**src/rtl/ps2_pkg.sv**
```systemverilog
// Shared constants, state encoding and sizing helpers for the PS/2 keycode receiver.
package ps2_pkg;

  typedef enum logic [2:0] {
    IDLE          = 3'd0,
    WAIT_FOR_DATA = 3'd1,
    DATA_IN       = 3'd2,
    PARITY_IN     = 3'd3,
    STOP_IN       = 3'd4
  } ps2_state_e;

  localparam logic [7:0] PS2_BREAK = 8'hF0;
  localparam logic [7:0] PS2_EXT   = 8'hE0;

  localparam int unsigned PS2_BYTE_W = 8;
  localparam int unsigned PS2_CNT_W  = 3;

  function automatic int unsigned ps2_idx_width(input int unsigned n);
    return (n > 1) ? $clog2(n) : 1;
  endfunction

  function automatic int unsigned ps2_lock_width(input int unsigned cycles);
    return (cycles > 0) ? $clog2(cycles + 1) : 1;
  endfunction

endpackage

```
**src/rtl/ps2_scancode_decoder.sv**
```systemverilog
// Turns delivered PS/2 bytes into held-key state and one-cycle key events,
// honouring E0/F0 prefixes and a press lockout after each release.
module ps2_scancode_decoder
  import ps2_pkg::*;
#(
  parameter int unsigned           NUM_KEYS       = 4,
  parameter logic [8*NUM_KEYS-1:0] KEY_CODES      = {8'h1E, 8'h16, 8'h5A, 8'h29},
  parameter int unsigned           LOCKOUT_CYCLES = 100
) (
  input  logic                                 clk,
  input  logic                                 reset,
  input  logic                                 byte_valid,
  input  logic [PS2_BYTE_W-1:0]                byte_data,
  input  logic                                 byte_error,
  output logic [NUM_KEYS-1:0]                  key_pressed,
  output logic                                 key_event,
  output logic [ps2_idx_width(NUM_KEYS)-1:0]   key_event_idx,
  output logic                                 key_event_release,
  output logic                                 lockout_active
);

  localparam int unsigned IDX_W  = ps2_idx_width(NUM_KEYS);
  localparam int unsigned LOCK_W = ps2_lock_width(LOCKOUT_CYCLES);

  logic              ext_flag, ext_nxt;
  logic              brk_flag, brk_nxt;
  logic [LOCK_W-1:0] lock_cnt, lock_nxt;
  logic [NUM_KEYS-1:0] pressed_nxt;
  logic              event_nxt;
  logic [IDX_W-1:0]  idx_nxt;
  logic              release_nxt;
  logic              match_hit;
  logic [IDX_W-1:0]  match_idx;

  always_ff @(posedge clk) begin
    if (reset) begin
      ext_flag          <= 1'b0;
      brk_flag          <= 1'b0;
      lock_cnt          <= '0;
      key_pressed       <= '0;
      key_event         <= 1'b0;
      key_event_idx     <= '0;
      key_event_release <= 1'b0;
      lockout_active    <= 1'b0;
    end else begin
      ext_flag          <= ext_nxt;
      brk_flag          <= brk_nxt;
      lock_cnt          <= lock_nxt;
      key_pressed       <= pressed_nxt;
      key_event         <= event_nxt;
      key_event_idx     <= idx_nxt;
      key_event_release <= release_nxt;
      lockout_active    <= (lock_nxt != '0);
    end
  end

  // Lowest-index key table match, then prefix/lockout decode rules.
  always_comb begin
    ext_nxt     = ext_flag;
    brk_nxt     = brk_flag;
    pressed_nxt = key_pressed;
    event_nxt   = 1'b0;
    idx_nxt     = key_event_idx;
    release_nxt = key_event_release;
    lock_nxt    = (lock_cnt != '0) ? (lock_cnt - LOCK_W'(1)) : '0;
    match_hit   = 1'b0;
    match_idx   = '0;

    for (int unsigned i = 0; i < NUM_KEYS; i++) begin
      if (!match_hit && (KEY_CODES[8*i +: 8] == byte_data)) begin
        match_hit = 1'b1;
        match_idx = IDX_W'(i);
      end
    end

    if (byte_valid) begin
      if (byte_error) begin
        ext_nxt = 1'b0;
        brk_nxt = 1'b0;
      end else if (byte_data == PS2_EXT) begin
        ext_nxt = 1'b1;
      end else if (byte_data == PS2_BREAK) begin
        brk_nxt = 1'b1;
      end else begin
        ext_nxt = 1'b0;
        brk_nxt = 1'b0;
        if (!ext_flag && match_hit) begin
          if (brk_flag) begin
            if (key_pressed[match_idx]) begin
              pressed_nxt[match_idx] = 1'b0;
              event_nxt              = 1'b1;
              idx_nxt                = match_idx;
              release_nxt            = 1'b1;
              lock_nxt               = LOCK_W'(LOCKOUT_CYCLES);
            end
          end else if (!key_pressed[match_idx] && !lockout_active) begin
            pressed_nxt[match_idx] = 1'b1;
            event_nxt              = 1'b1;
            idx_nxt                = match_idx;
            release_nxt            = 1'b0;
          end
        end
      end
    end
  end

endmodule

```
**src/rtl/ps2_keycode_rx.sv**
```systemverilog
// PS/2 device-to-host frame receiver with parity/stop checking, feeding a
// scancode decoder that tracks a small table of keys.
module ps2_keycode_rx
  import ps2_pkg::*;
#(
  parameter int unsigned           NUM_KEYS       = 4,
  parameter logic [8*NUM_KEYS-1:0] KEY_CODES      = {8'h1E, 8'h16, 8'h5A, 8'h29},
  parameter int unsigned           LOCKOUT_CYCLES = 100,
  parameter bit                    CHECK_PARITY   = 1'b1
) (
  input  logic                               clk,
  input  logic                               reset,
  input  logic                               wait_for_incoming_data,
  input  logic                               start_receiving_data,
  input  logic                               ps2_clk_posedge,
  input  logic                               ps2_clk_negedge,
  input  logic                               ps2_data,
  output logic [PS2_BYTE_W-1:0]              received_data,
  output logic                               received_data_en,
  output logic                               parity_error,
  output logic [NUM_KEYS-1:0]                key_pressed,
  output logic                               key_event,
  output logic [ps2_idx_width(NUM_KEYS)-1:0] key_event_idx,
  output logic                               key_event_release,
  output logic                               lockout_active
);

  ps2_state_e            state, state_nxt;
  logic [PS2_BYTE_W-1:0] shift_reg;
  logic [PS2_CNT_W-1:0]  bit_cnt;
  logic                  parity_bit;
  logic                  frame_err_c;
  logic                  unused_negedge;

  assign unused_negedge = ps2_clk_negedge;

  // Odd parity over data+parity, and the stop bit (currently on ps2_data) must be 1.
  assign frame_err_c = CHECK_PARITY & (~(^{shift_reg, parity_bit}) | ~ps2_data);

  always_ff @(posedge clk) begin
    if (reset) state <= IDLE;
    else       state <= state_nxt;
  end

  always_comb begin
    state_nxt = state;
    case (state)
      IDLE: begin
        if (wait_for_incoming_data && !received_data_en)    state_nxt = WAIT_FOR_DATA;
        else if (start_receiving_data && !received_data_en) state_nxt = DATA_IN;
      end
      WAIT_FOR_DATA: begin
        if (ps2_clk_posedge && !ps2_data) state_nxt = DATA_IN;
        else if (!wait_for_incoming_data) state_nxt = IDLE;
      end
      DATA_IN: begin
        if (ps2_clk_posedge && (bit_cnt == PS2_CNT_W'(7))) state_nxt = PARITY_IN;
      end
      PARITY_IN: begin
        if (ps2_clk_posedge) state_nxt = STOP_IN;
      end
      STOP_IN: begin
        if (ps2_clk_posedge) state_nxt = IDLE;
      end
      default: state_nxt = IDLE;
    endcase
  end

  // Frame datapath: LSB-first shift, parity capture, one-cycle byte delivery.
  always_ff @(posedge clk) begin
    if (reset) begin
      shift_reg        <= '0;
      bit_cnt          <= '0;
      parity_bit       <= 1'b0;
      received_data    <= '0;
      received_data_en <= 1'b0;
      parity_error     <= 1'b0;
    end else begin
      received_data_en <= 1'b0;
      parity_error     <= 1'b0;
      case (state)
        IDLE, WAIT_FOR_DATA: bit_cnt <= '0;
        DATA_IN: begin
          if (ps2_clk_posedge) begin
            shift_reg <= {ps2_data, shift_reg[PS2_BYTE_W-1:1]};
            bit_cnt   <= bit_cnt + PS2_CNT_W'(1);
          end
        end
        PARITY_IN: begin
          if (ps2_clk_posedge) parity_bit <= ps2_data;
        end
        STOP_IN: begin
          if (ps2_clk_posedge) begin
            received_data    <= shift_reg;
            received_data_en <= 1'b1;
            parity_error     <= frame_err_c;
          end
        end
        default: bit_cnt <= '0;
      endcase
    end
  end

  ps2_scancode_decoder #(
    .NUM_KEYS       (NUM_KEYS),
    .KEY_CODES      (KEY_CODES),
    .LOCKOUT_CYCLES (LOCKOUT_CYCLES)
  ) u_decoder (
    .clk               (clk),
    .reset             (reset),
    .byte_valid        (received_data_en),
    .byte_data         (received_data),
    .byte_error        (parity_error),
    .key_pressed       (key_pressed),
    .key_event         (key_event),
    .key_event_idx     (key_event_idx),
    .key_event_release (key_event_release),
    .lockout_active    (lockout_active)
  );

endmodule

```
**config.mk**
```make
export PLATFORM = sky130hd
export DESIGN_NAME = ps2_keycode_rx
export DESIGN_NICKNAME = d
export VERILOG_FILES = /design/src/rtl/ps2_pkg.sv /design/src/rtl/ps2_scancode_decoder.sv /design/src/rtl/ps2_keycode_rx.sv
export SDC_FILE = /design/constraint.sdc
export NUM_CORES = 1
export LEC_CHECK = 0
export CAP_MARGIN = 30
export CORE_ASPECT_RATIO = 0.6
export CORE_MARGIN = 3
export CORE_UTILIZATION = 55
export DETAILED_ROUTE_END_ITERATION = 10
export PLACE_DENSITY = 0.91
export SYNTH_ARGS = -nofsm -noshare
export SYNTH_HDL_FRONTEND = slang
export SYNTH_HIERARCHICAL = 1
export SYNTH_SLANG_ARGS = --single-unit
export TNS_END_PERCENT = 20
```
**constraint.sdc**
```tcl
create_clock -name clk -period 2.4 [get_ports clk]
set_input_delay 0.48 -clock clk [delete_from_list [all_inputs] [get_ports clk]]
set_output_delay 0.48 -clock clk [all_outputs]
set_load 0.02 [all_outputs]
```
Word-level counts from Yosys, hierarchy flattened. Index checks and enable logic that the tools add are counted. W data, S select, Z words.

Add/sub/neg operators: 2. $lt $le $gt $ge: 2. Eq/ne operators: 20. Muxes and demuxes: 48. Bitwise gates (word level): 14. Reduce and logical (&&, ||, !) cells: 35.

Operators by type and width (number): $mux W7 (8); $mux W3 (8); $mux W1 (20); $eq A5 B8 Y1 const A (2); $eq A8 B8 Y1 const B (2); $pmux W3 S5 (1); $reduce_bool A7 Y1 (2); $mux W4 (3); $ne A2 B2 Y1 const B (6); $reduce_and A2 Y1 (6); $logic_and A1 B1 Y1 (10); $mux W2 (5); $not A1 Y1 (10); $reduce_xor A9 Y1 (1); $eq A6 B8 Y1 const A (1); $eq A7 B8 Y1 const A (1); $logic_not A1 Y1 (8); $reduce_and A7 Y1 (1); $sub A7 B1 Y7 const B (1); $eq A3 B2 Y1 const B (2); $eq A3 B3 Y1 const B (2); $ne A3 B3 Y1 const B (2); $pmux W3 S2 (1); $reduce_or A6 Y1 (1); other kinds (16) (17).

Register bits: 43. Input port bits: 7. Output and inout port bits: 19. Logic and storage cells: 136.

Longest topological paths before layout. Gate-level depths: netlist (run 1).

Word-level depth: 21. Gate-level depth with buffers: 7. Depth with buffers taken out: 7.

Cells and area by module. Netlist (run 1), hierarchy kept.

By module, submodules not included: ps2_keycode_rx (times used 1, cells each 130, area each 1068.5 µm², seq. area each 500.5 µm²); ps2_scancode_decoder (times used 1, cells each 119, area each 1063.5 µm², seq. area each 360.3 µm²).

Worst setup path after synthesis (run 1). No wires, ideal clock.

Path type: flip-flop to flip-flop. Start: register received_data[4]. End: register with a tool-made name. Setup time: 0.091 ns. Data arrival time: 2.018 ns. Required time: 2.309 ns. Slack: 0.291 ns. Stages on the path, launching flop included: 6. Path buffers: 0. Period minus slack after synthesis: 2.109 ns. Cell sequence: dfxtp_1 > or4b_4 > a211o_4 > a221oi_4 > a31oi_1 > a311oi_1.

RTL lines: start: declaration (RTL line ps2_keycode_rx.sv:18) `output logic [PS2_BYTE_W-1:0] received_data,`; start signal: assignment (RTL line ps2_keycode_rx.sv:94) `received_data <= shift_reg;`.

Worst setup path in the final report (run 1).
Start: register received_data[3]. End: register u_decoder.key_event_release.

Longest elaborated chain between the ends: 17. Elaborated cells on any way between the ends: 29. Classes of those cells: eq/ne: 7; mux: 9; bitwise: 2; reduce/logical: 11.

Ends and longest elaborated chain: $eq A6 B8 Y1 (RTL line ps2_scancode_decoder.sv:70) `if (!match_hit && (KEY_CODES[8*i +: 8] == byte_data)) begin`; $mux W1 (RTL line ps2_scancode_decoder.sv:70); $logic_not A1 Y1 (RTL line ps2_scancode_decoder.sv:70); $logic_and A1 B1 Y1 (RTL line ps2_scancode_decoder.sv:70); $mux W1 (RTL line ps2_scancode_decoder.sv:70); $logic_not A1 Y1 (RTL line ps2_scancode_decoder.sv:70); $logic_and A1 B1 Y1 (RTL line ps2_scancode_decoder.sv:70); $mux W1 (RTL line ps2_scancode_decoder.sv:70); $logic_not A1 Y1 (RTL line ps2_scancode_decoder.sv:70); $logic_and A1 B1 Y1 (RTL line ps2_scancode_decoder.sv:70); $mux W2 (RTL line ps2_scancode_decoder.sv:70); $bmux W1 S2 (RTL line ps2_scancode_decoder.sv:89, ps2_scancode_decoder.sv:96); $mux W1 (implied by the code) (RTL line ps2_scancode_decoder.sv:89, ps2_scancode_decoder.sv:96); $logic_not A1 Y1 (RTL line ps2_scancode_decoder.sv:96) `end else if (!key_pressed[match_idx] && !lockout_active) begin`; $logic_and A1 B1 Y1 (RTL line ps2_scancode_decoder.sv:96); $reduce_bool A2 Y1 (no source line); $reduce_and A7 Y1 (no source line) *; end signal: assignment (RTL line ps2_scancode_decoder.sv:52) `key_event_release <= release_nxt;`; end: declaration (RTL line ps2_scancode_decoder.sv:18) `output logic key_event_release,`.

Every way passes the cells marked *; elsewhere a longest branch is shown, timed or not. The select of a mux whose other input is x is not followed. A chain may end at the register's enable or synchronous reset.

==> impl_metrics.csv, run 1 <==
group,metric,value,unit
pwr,ir_worst_vdd,0.000704,V
finish,layout-drive-gt1-share,8.96,%
global_routing,grt_pass1_wl,8.31,mm
critical_path,rrSetupSlack,0.20,ns
critical_path,cp_slowest_stage_delay,0.58,ns
critical_path,crit_chain,"nor4b_1, nand4_1, a21oi_4, nand3_2, a221oi_1",
critical_path,cpMaxStageDelayCell,"dfxtp_1",
critical_path,required,2.62,ns
critical_path,crit_buf_inv,0,
timing,layout_min_cycle_time,2.20,ns
critical_path,reg2reg_to,"u_decoder/key_event_release",
route,first_pass_iters,5,
critical_path,r2r-start,"received_data[3]",
timing,max_freq,454,MHz
finish,fin_cells,324,
synth,async_reset_ff_share,0,%
route,drtIter0Drc,190,
hold_path,hold_class,"flop to flop",
finish,n_antenna_cell,0,
timing,fin_crit_sh,91.7,%
clock_tree,clk_pin_slew,0.09,ns
global_routing,grt.overflow.total,0,
synth,synthCells,249,
floorplan,start_util,61.2,%
global_routing,grt_pass1_vias,1771,
finish,nNetsFinal,289,
clock_tree,postCtsResizedCells,0,
critical_path,critPathLaunchType,"flop",
synth,synth_cell_types,56,
floorplan,io_pins,26,
clock_tree,cts_setup_buffers,0,
finish,multi_input_area,1200,µm²
critical_path,crit_path_end,"u_decoder/key_event_release",
synth,ys.flop_type,"dfxtp_1",
synth,synthesis.nets,260,
global_routing,grt_antenna_before_repair,0,
timing,whs,0.472,ns
synth,synth_edf_count,0,
route,routedWlPerCell,15.4,µm
route,totalWireLength,4.98,mm
synth,seq_area_frac_synth,40.4,%
synth,synth_area,2130,µm²
timing,slew_headroom,55.3,%
placed_design,port_buffers,24,
synth,synth_seq_cells,43,
clock_tree,hold_buffers,0,
pwr,p_per_area,782,nW/µm²
clock_tree,clock_path_buffers,2,
critical_path,worstPathMaxFanout,12,
placed_design,dp_cells,316,
clock_tree,clockRootBuffer,"clkbuf_8",
critical_path,startpoint,"received_data[3]",
finish,layout.cells.most_common_list,"nand2_1 (46), dfxtp_1 (43), a21oi_1 (27)",
critical_path,cp_top_family,"simple AND/OR/NAND/NOR gates",
critical_path,worstPathArrival,2.42,ns
clock_tree,clock-sinks,43,
pwr,power.total,1.97,mW
floorplan,die_h,54.2,µm
outcome,status,"finished clean",
floorplan,core-area,3480,µm²
synth,avgSynthCellArea,8.56,µm²
finish,fillers,286,
finish,synthToLayoutAreaGrowth,18.2,%
run,cap_violations,0,
timing,tns,0,ns
floorplan,fp-row-count,16,
timing,slew_violations,0,
pwr,p_leak,0.853,nW
clock_tree,cts_made_buffers,5,
global_routing,grt_use_total,23.2,%
timing,tightestPinTransition,0.664,ns
placed_design,dp_hpwl,3.63,mm
route,drtAntennaViolNets,0,
route,vias_per_cell,5.93,
timing,hold_viol,0,
floorplan,die_w,86.4,µm
timing,setup_viol,0,
synth,yosys_warnings,6,
floorplan,dieArea,4680,µm²
critical_path,r2r_cells,5,
route,vias,1922,
finish,regArea,861,µm²
clock_tree,cts_tree,"built",
critical_path,crit_type,"flop to flop",
clock_tree,clk_latency,0.30,ns
timing,worst_clock_skew,0.00824,ns
route,drc,0,
critical_path,cp_num_cells,5,
critical_path,endpoint_kind,"flop",
timing,rsz0062_at_grt,"no",
finish,final_common_cell,"nand2_1",
clock_tree,htreeDepth,2,
placed_design,place.gp.congestion,0.868,
global_routing,grt_max_degree,21,
## area by class of cell
| type | instances | share of cell area (%) |
|---|---|---|
| multi-input combinational | 189 | 47.7 |
| sequential | 43 | 34.2 |
| timing repair buffer | 29 | 11.0 |
| clock buffer | 6 | 2.88 |
| tap | 45 | 2.23 |
| inverter | 10 | 1.49 |
| clock inverter | 2 | 0.497 |
## layer usage
| layer | GRT usage (%) | part of all wire, % |
|---|---|---|
| met5 | 0 | 0 |
| met4 | 8.55 | 1.2 |
| met3 | 5.56 | 9.7 |
| met2 | 34.3 | 41 |
| met1 | 33.1 | 48 |
## kinds of logic after synthesis
logic type | synth area share [%]
xor+xnor | 5.34
compound gates | 19.1
buf+inv | 3.23
flops | 40.4
mux | 1.41
fa+ha+maj | 2.35
simple gates | 28.2
## Yosys cell counts (all sizes together) (2+ instances only)
| master | count | area [µm²] |
|---|---|---|
| a211oi | 4 | 35.0 |
| a21oi | 28 | 151 |
| a221oi | 2 | 35.0 |
| a22oi | 2 | 15.0 |
| a31oi | 2 | 12.5 |
| a41oi | 2 | 17.5 |
| and4 | 3 | 26.3 |
| buf | 2 | 12.5 |
| clkbuf | 5 | 18.8 |
| dfxtp | 43 | 861 |
| ha | 4 | 50.1 |
| inv | 10 | 37.5 |
| mux2i | 3 | 30.0 |
| nand2 | 46 | 173 |
| nand2b | 7 | 43.8 |
| nand3 | 5 | 30.0 |
| nand3b | 4 | 30.0 |
| nand4 | 3 | 18.8 |
| nand4bb | 2 | 22.5 |
| nor2 | 15 | 68.8 |
| nor2b | 3 | 18.8 |
| nor3 | 6 | 30.0 |
| nor3b | 2 | 15.0 |
| nor4 | 4 | 25.0 |
| o21ai | 4 | 20.0 |
| o22ai | 2 | 12.5 |
| or3 | 2 | 12.5 |
| or3b | 2 | 17.5 |
| xnor2 | 9 | 78.8 |
| xor2 | 4 | 35.0 |
## per-stage QoR
stage	area, µm²	setup slack (ns)	utilization (%)
4_1_cts	2520	0.238	72.3
5_1_grt	2520	0.0373	72.3
6_report	2520	0.199	72.3
3_3_place_gp	2430	0.307	69.9
2_1_floorplan	2130	0.291	-
3_5_place_dp	2430	0.263	69.9
## worst register-to-register path: stages, from the launching register on
cell	delay [ns]
dfxtp_1	0.58
nor4b_1	0.40
nand4_1	0.27
a21oi_4	0.30
nand3_2	0.24
a221oi_1	0.34
## worst min path at each step
stage                                start                          end  slack, ns  depth (start not counted)
2_1_floorplan                   parity_bit                   parity_bit       0.45                          2
3_3_place_gp   u_decoder/key_event_release  u_decoder/key_event_release       0.47                          2
3_5_place_dp   u_decoder/key_event_release  u_decoder/key_event_release       0.46                          2
4_1_cts        u_decoder/key_event_release  u_decoder/key_event_release       0.48                          2
5_1_grt        u_decoder/key_event_release  u_decoder/key_event_release       0.50                          2
6_report       u_decoder/key_event_release  u_decoder/key_event_release       0.47                          2
## where the power goes
part | switching (mW) | leakage (nW) | internal, mW | total (mW)
Sequential | 0.107 | 0.349 | 0.794 | 0.901
Combinational | 0.339 | 0.463 | 0.270 | 0.608
Clock | 0.257 | 0.0412 | 0.204 | 0.460
Power figures use the tool's default switching activity.
==> inputs of run 2 (changes only) <==
- CORE_UTILIZATION: 55 -> 30
- CTS_BUF_LIST: default -> sky130_fd_sc_hd__clkbuf_16
- PLACE_DENSITY: 0.91 -> 0.6
==> run 2 against run 1 <==
  * Final cell count increased by 14%
  * Via count decreased by 5.8%
  * Cell area increased by 6.1%
  * Combinational power increased by 1%
  * Sequential cell count unchanged
  * Non-clock buffer count increased by 3
  * First-iteration DRC count decreased by 46%
  * Register-to-register slack about the same
  * Critical path depth increased by 1
  * Clock power increased by 62%
  * Global-route usage decreased by 10 points
  * Sequential share of layout area decreased by 2.0 points
  * Largest power group unchanged
==> impl_metrics.csv, run 2 (synthesis results as in run 1) <==
group,metric,value,unit
clock_tree,clk_pin_slew,0.06,ns
clock_tree,clock_path_buffers,2,
finish,fillers,702,
clock_tree,cts_made_buffers,5,
global_routing,grt_max_degree,17,
outcome,status,"finished clean",
timing,rsz0062_at_grt,"no",
placed_design,place.gp.congestion,0.811,
finish,nNetsFinal,292,
route,drtIter0Drc,102,
timing,layout_min_cycle_time,2.21,ns
floorplan,io_pins,26,
pwr,p_per_area,846,nW/µm²
timing,tns,0,ns
critical_path,crit_buf_inv,1,
finish,final_area,2670,µm²
global_routing,grt_pass1_vias,1716,
critical_path,crit_type,"flop to flop",
timing,worst_slack,0.188,ns
hold_path,hold_class,"flop to flop",
route,totalWireLength,5.01,mm
clock_tree,clk_latency,0.28,ns
global_routing,grt.overflow.total,0,
timing,worst_clock_skew,0.00425,ns
pwr,ir_worst_vdd,0.000321,V
global_routing,grt_antenna_before_repair,0,
placed_design,port_buffers,24,
critical_path,worstPathArrival,2.38,ns
finish,synthToLayoutAreaGrowth,25.4,%
critical_path,r2r_cells,6,
critical_path,cpMaxStageDelayCell,"or4b_4",
timing,slew_violations,0,
clock_tree,hold_buffers,0,
critical_path,cp_slowest_stage_delay,0.59,ns
critical_path,critPathLaunchType,"flop",
critical_path,required,2.56,ns
floorplan,core-area,6790,µm²
floorplan,dieArea,8190,µm²
timing,max_freq,452,MHz
timing,slew_headroom,55.1,%
finish,layout.cells.most_common_list,"nand2_1 (46), dfxtp_1 (43), a21oi_1 (27)",
floorplan,fp-row-count,23,
clock_tree,cts_tree,"built",
critical_path,worstPathMaxFanout,6,
clock_tree,clock-sinks,43,
hold_path,whs_path_depth,2,
global_routing,grt_use_total,13.2,%
placed_design,place_area,2490,µm²
critical_path,cp_top_family,"compound AO/OA/AOI/OAI gates",
clock_tree,htreeDepth,2,
route,vias,1811,
finish,final_common_cell,"nand2_1",
route,routedWlPerCell,13.6,µm
finish,layout-drive-gt1-share,9.93,%
pwr,p_leak,0.908,nW
placed_design,preCtsSetupSlack,0.218,ns
run,cap_violations,0,
timing,tightestPinTransition,0.667,ns
route,drc,0,
route,vias_per_cell,4.91,
global_routing,grt_pass1_wl,8.58,mm
finish,utilization,39.4,%
placed_design,dp_hpwl,3.83,mm
critical_path,cp_num_cells,6,
floorplan,die_w,115,µm
route,first_pass_iters,4,
timing,setup_viol,0,
floorplan,die_h,71.3,µm
timing,fin_crit_sh,92.2,%
finish,n_antenna_cell,0,
floorplan,start_util,31.4,%
finish,fin_cells,369,
placed_design,dp_cells,359,
timing,hold_viol,0,
route,drtAntennaViolNets,0,
clock_tree,clockRootBuffer,"clkbuf_16",
critical_path,crit_chain,"or4b_4, a211o_4, a221oi_4, buf_4, a32oi_1, mux2i_1",
critical_path,endpoint_kind,"flop",
run 2: worst paths after layout:
| check | startpoint | to | slack, ns |
|---|---|---|---|
| worst min register to register | u_decoder/key_event_idx[0] | u_decoder/key_event_idx[0] | 0.47 |
| worst max register to register | received_data[0] | u_decoder/key_event_idx[0] | 0.19 |
| worst max-delay path | received_data[0] | u_decoder/key_event_idx[0] | 0.19 |
| worst min-delay path | u_decoder/key_event_idx[0] | u_decoder/key_event_idx[0] | 0.47 |
run 2: area by class of cell:
type                       count  area (µm²)  area share (%)
inverter                      10        37.5            1.40
tap                           87         109            4.07
clock inverter                 3        38.8            1.45
multi-input combinational    189        1200            45.0
sequential                    43         861            32.2
clock buffer                   5         125            4.68
timing repair buffer          32         300            11.2
run 2: where the power goes:
part,internal (mW),switching [mW],total [mW]
clock network,0.485,0.261,0.746
logic,0.289,0.328,0.616
registers,0.795,0.104,0.899
run 2: repair_timing:
action,in CTS,in global routing
resized for setup,0,0
setup buffers,0,2
setup endpoints to repair,0,1
run 2: worst reg2reg max path, cell delays in order, from the launching register on:
cell	delay (ns)
dfxtp_1	0.36
or4b_4	0.59
a211o_4	0.38
a221oi_4	0.32
buf_4	0.19
a32oi_1	0.12
mux2i_1	0.14
run 2: routing by layer:
metal | up-vias | track usage (%) | part of all wire [%]
li1 | 961 | - | -
met1 | 826 | 20.0 | 58
met4 | 0 | 5.08 | 1.4
met3 | 4 | 3.97 | 3.3
met2 | 20 | 17.1 | 38
met5 | - | 0 | 0
run 2: metrics by stage:
stage,power [mW],hold slack (ns)
floorplan,1.36,0.448
global placement,1.49,0.465
detailed placement,1.50,0.462
CTS,2.26,0.476
global route,2.42,0.520
finish,2.26,0.472
==> inputs of run 3 (changes only) <==
- CELL_PAD_IN_SITES_DETAIL_PLACEMENT: default -> 0
- CELL_PAD_IN_SITES_GLOBAL_PLACEMENT: default -> 1
- CORE_ASPECT_RATIO: 0.6 -> 0.8
- GPL_TIMING_DRIVEN: default -> 1
- PLACE_DENSITY: 0.6 -> 0.72
==> run 3 against run 2 <==
  * First-iteration DRC count fell by 49%
  * Non-clock buffer count fell by 1
  * Largest power group unchanged
  * Clock skew up 0.0014 ns
  * Wire length about the same
  * Sequential power hardly changed
  * Clock power fell by 11%
  * Power fell by 4.6%
  * Critical path depth down 1
  * Setup slack better by 0.019 ns
  * Combinational power decreased by 3.9%
  * Worst hold slack improved by 0.0072 ns
  * Register-to-register slack improved by 0.02 ns
==> impl_metrics.csv, run 3 (synthesis results as in run 1) <==
group,metric,value,unit
finish,synthToLayoutAreaGrowth,24.0,%
critical_path,crit_chain,"or4b_4, nor2_2, a22o_1, nand3_2, a221oi_1",
pwr,p_sw_share,32.9,%
critical_path,required,2.59,ns
pwr,power_frac_seq,41.8,%
critical_path,r2r_cells,5,
route,routedWlPerCell,13.7,µm
global_routing,grt_pass1_vias,1655,
timing,hold_viol,0,
pwr,p_leak,0.891,nW
route,drc,0,
clock_tree,clockRootBuffer,"clkbuf_16",
finish,final_common_cell,"nand2_1",
timing,layout_min_cycle_time,2.19,ns
pwr,p_sw,0.710,mW
route,vias,1840,
clock_tree,cts_made_buffers,5,
critical_path,cp_top_family,"simple AND/OR/NAND/NOR gates",
floorplan,fp-row-count,26,
timing,worst_clock_skew,0.00567,ns
clock_tree,postCtsResizedCells,0,
clock_tree,cts_setup_buffers,0,
floorplan,core-area,6640,µm²
pwr,pwr-share-clk,30.8,%
critical_path,worstPathArrival,2.38,ns
critical_path,critPathLaunchType,"flop",
route,drtIter0Drc,52,
clock_tree,cts_tree,"built",
route,vias_per_cell,5.04,
hold_path,whs_path_depth,2,
outcome,status,"finished clean",
critical_path,cpMaxStageDelayCell,"or4b_4",
global_routing,grt_antenna_before_repair,0,
route,first_pass_iters,4,
timing,max_freq,456,MHz
critical_path,r2r-start,"received_data[0]",
pwr,internal-power,1.45,mW
placed_design,place.gp.congestion,0.738,
finish,utilization,39.8,%
placed_design,dp_cells,357,
finish,layout.cells.most_common_list,"nand2_1 (46), dfxtp_1 (43), a21oi_1 (27)",
critical_path,crit_type,"flop to flop",
critical_path,endpoint_kind,"flop",
clock_tree,htreeDepth,2,
hold_path,hold_class,"flop to flop",
timing,setup_viol,0,
timing,slew_violations,0,
pwr,p_per_area,816,nW/µm²
placed_design,dp_hpwl,3.66,mm
timing,fin_crit_sh,91.4,%
finish,nNetsFinal,291,
floorplan,start_util,32.1,%
route,drtAntennaViolNets,0,
run,cap_violations,0,
critical_path,crit_buf_inv,0,
route,totalWireLength,5.01,mm
finish,layout-drive-gt1-share,9.61,%
global_routing,grt.overflow.total,0,
hold_path,holdPathEnd,"u_decoder/key_event_release",
timing,rsz0062_at_grt,"no",
floorplan,die_w,100,µm
critical_path,reg2reg_to,"u_decoder/key_event_release",
timing,tightestPinTransition,0.529,ns
clock_tree,clock-sinks,43,
global_routing,grt_pass1_wl,8.31,mm
clock_tree,clock_path_buffers,2,
pwr,ir_worst_vdd,0.000303,V
floorplan,die_h,81.4,µm
global_routing,grt_max_degree,26,
hold_path,hp-start,"u_decoder/key_event_release",
clock_tree,hold_buffers,0,
clock_tree,clk_latency,0.29,ns
timing,slew_headroom,64.7,%
pwr,power_frac_comb,27.5,%
clock_tree,clk_pin_slew,0.06,ns
timing,tns,0,ns
floorplan,io_pins,26,
finish,fin_cells,365,
global_routing,grt_use_total,13.0,%
critical_path,rrSetupSlack,0.21,ns
critical_path,worstPathMaxFanout,9,
placed_design,port_buffers,24,
floorplan,dieArea,8160,µm²
critical_path,cp_slowest_stage_delay,0.60,ns
finish,n_antenna_cell,0,
[run 3: tightest hold or removal path, delay by kind of cell, from the launching register on]
| kind | cells | cell delay [ns] |
|---|---|---|
| DFF | 1 | 0.31 |
| buffers and inverters | 1 | 0.05 |
| AOI/OAI and AO/OA | 1 | 0.07 |
[run 3: metal layers]
metal  global-route usage, %  routed length (µm)  vias to the layer above
li1                        -                   -                      953
met1                    18.3                2650                      851
met2                    18.8                2090                       29
met3                    4.03                 207                        7
met4                    4.04                  63                        0
met5                       0                   0                        -
[run 3: layout make-up]
cell class,count,area (µm²)
fillers,695,3990
multi-input cells,189,1200
flip-flops and latches,43,861
repair buffers,31,293
clock buffers,5,125
well taps,84,105
inverters,10,37.5
clock inverters,3,20.0
[run 3: how the worst max path moves through the flow]
stage	slack [ns]	start	end	cells after the start
final	0.21	received_data[0]	u_decoder/key_event_release	5
after global routing	0.06	received_data[0]	u_decoder/key_event_release	5
after CTS	0.20	received_data[0]	u_decoder/key_event_release	5
after detailed placement	0.23	received_data[0]	u_decoder/key_event_release	5
after global placement	0.24	received_data[0]	u_decoder/key_event_idx[0]	5
after floorplan	0.29	received_data[4]	flop	5
[run 3: power groups by stage]
stage	clock [mW]	combinational [mW]	sequential, mW
after global routing	0.724	0.658	0.913
after floorplan	0	0.478	0.885
after CTS	0.685	0.594	0.900
final	0.664	0.592	0.901
after detailed placement	0	0.591	0.915
after global placement	0	0.586	0.914
[run 3: stage by stage]
| step | hold slack [ns] | power, mW | worst slack, ns | instance area, µm² |
|---|---|---|---|---|
| floorplan | 0.448 | 1.36 | 0.291 | 2130 |
| global placement | 0.469 | 1.50 | 0.239 | 2500 |
| detailed placement | 0.479 | 1.51 | 0.233 | 2500 |
| CTS | 0.484 | 2.18 | 0.201 | 2640 |
| global route | 0.514 | 2.30 | 0.0561 | 2640 |
| finish | 0.479 | 2.16 | 0.207 | 2640 |
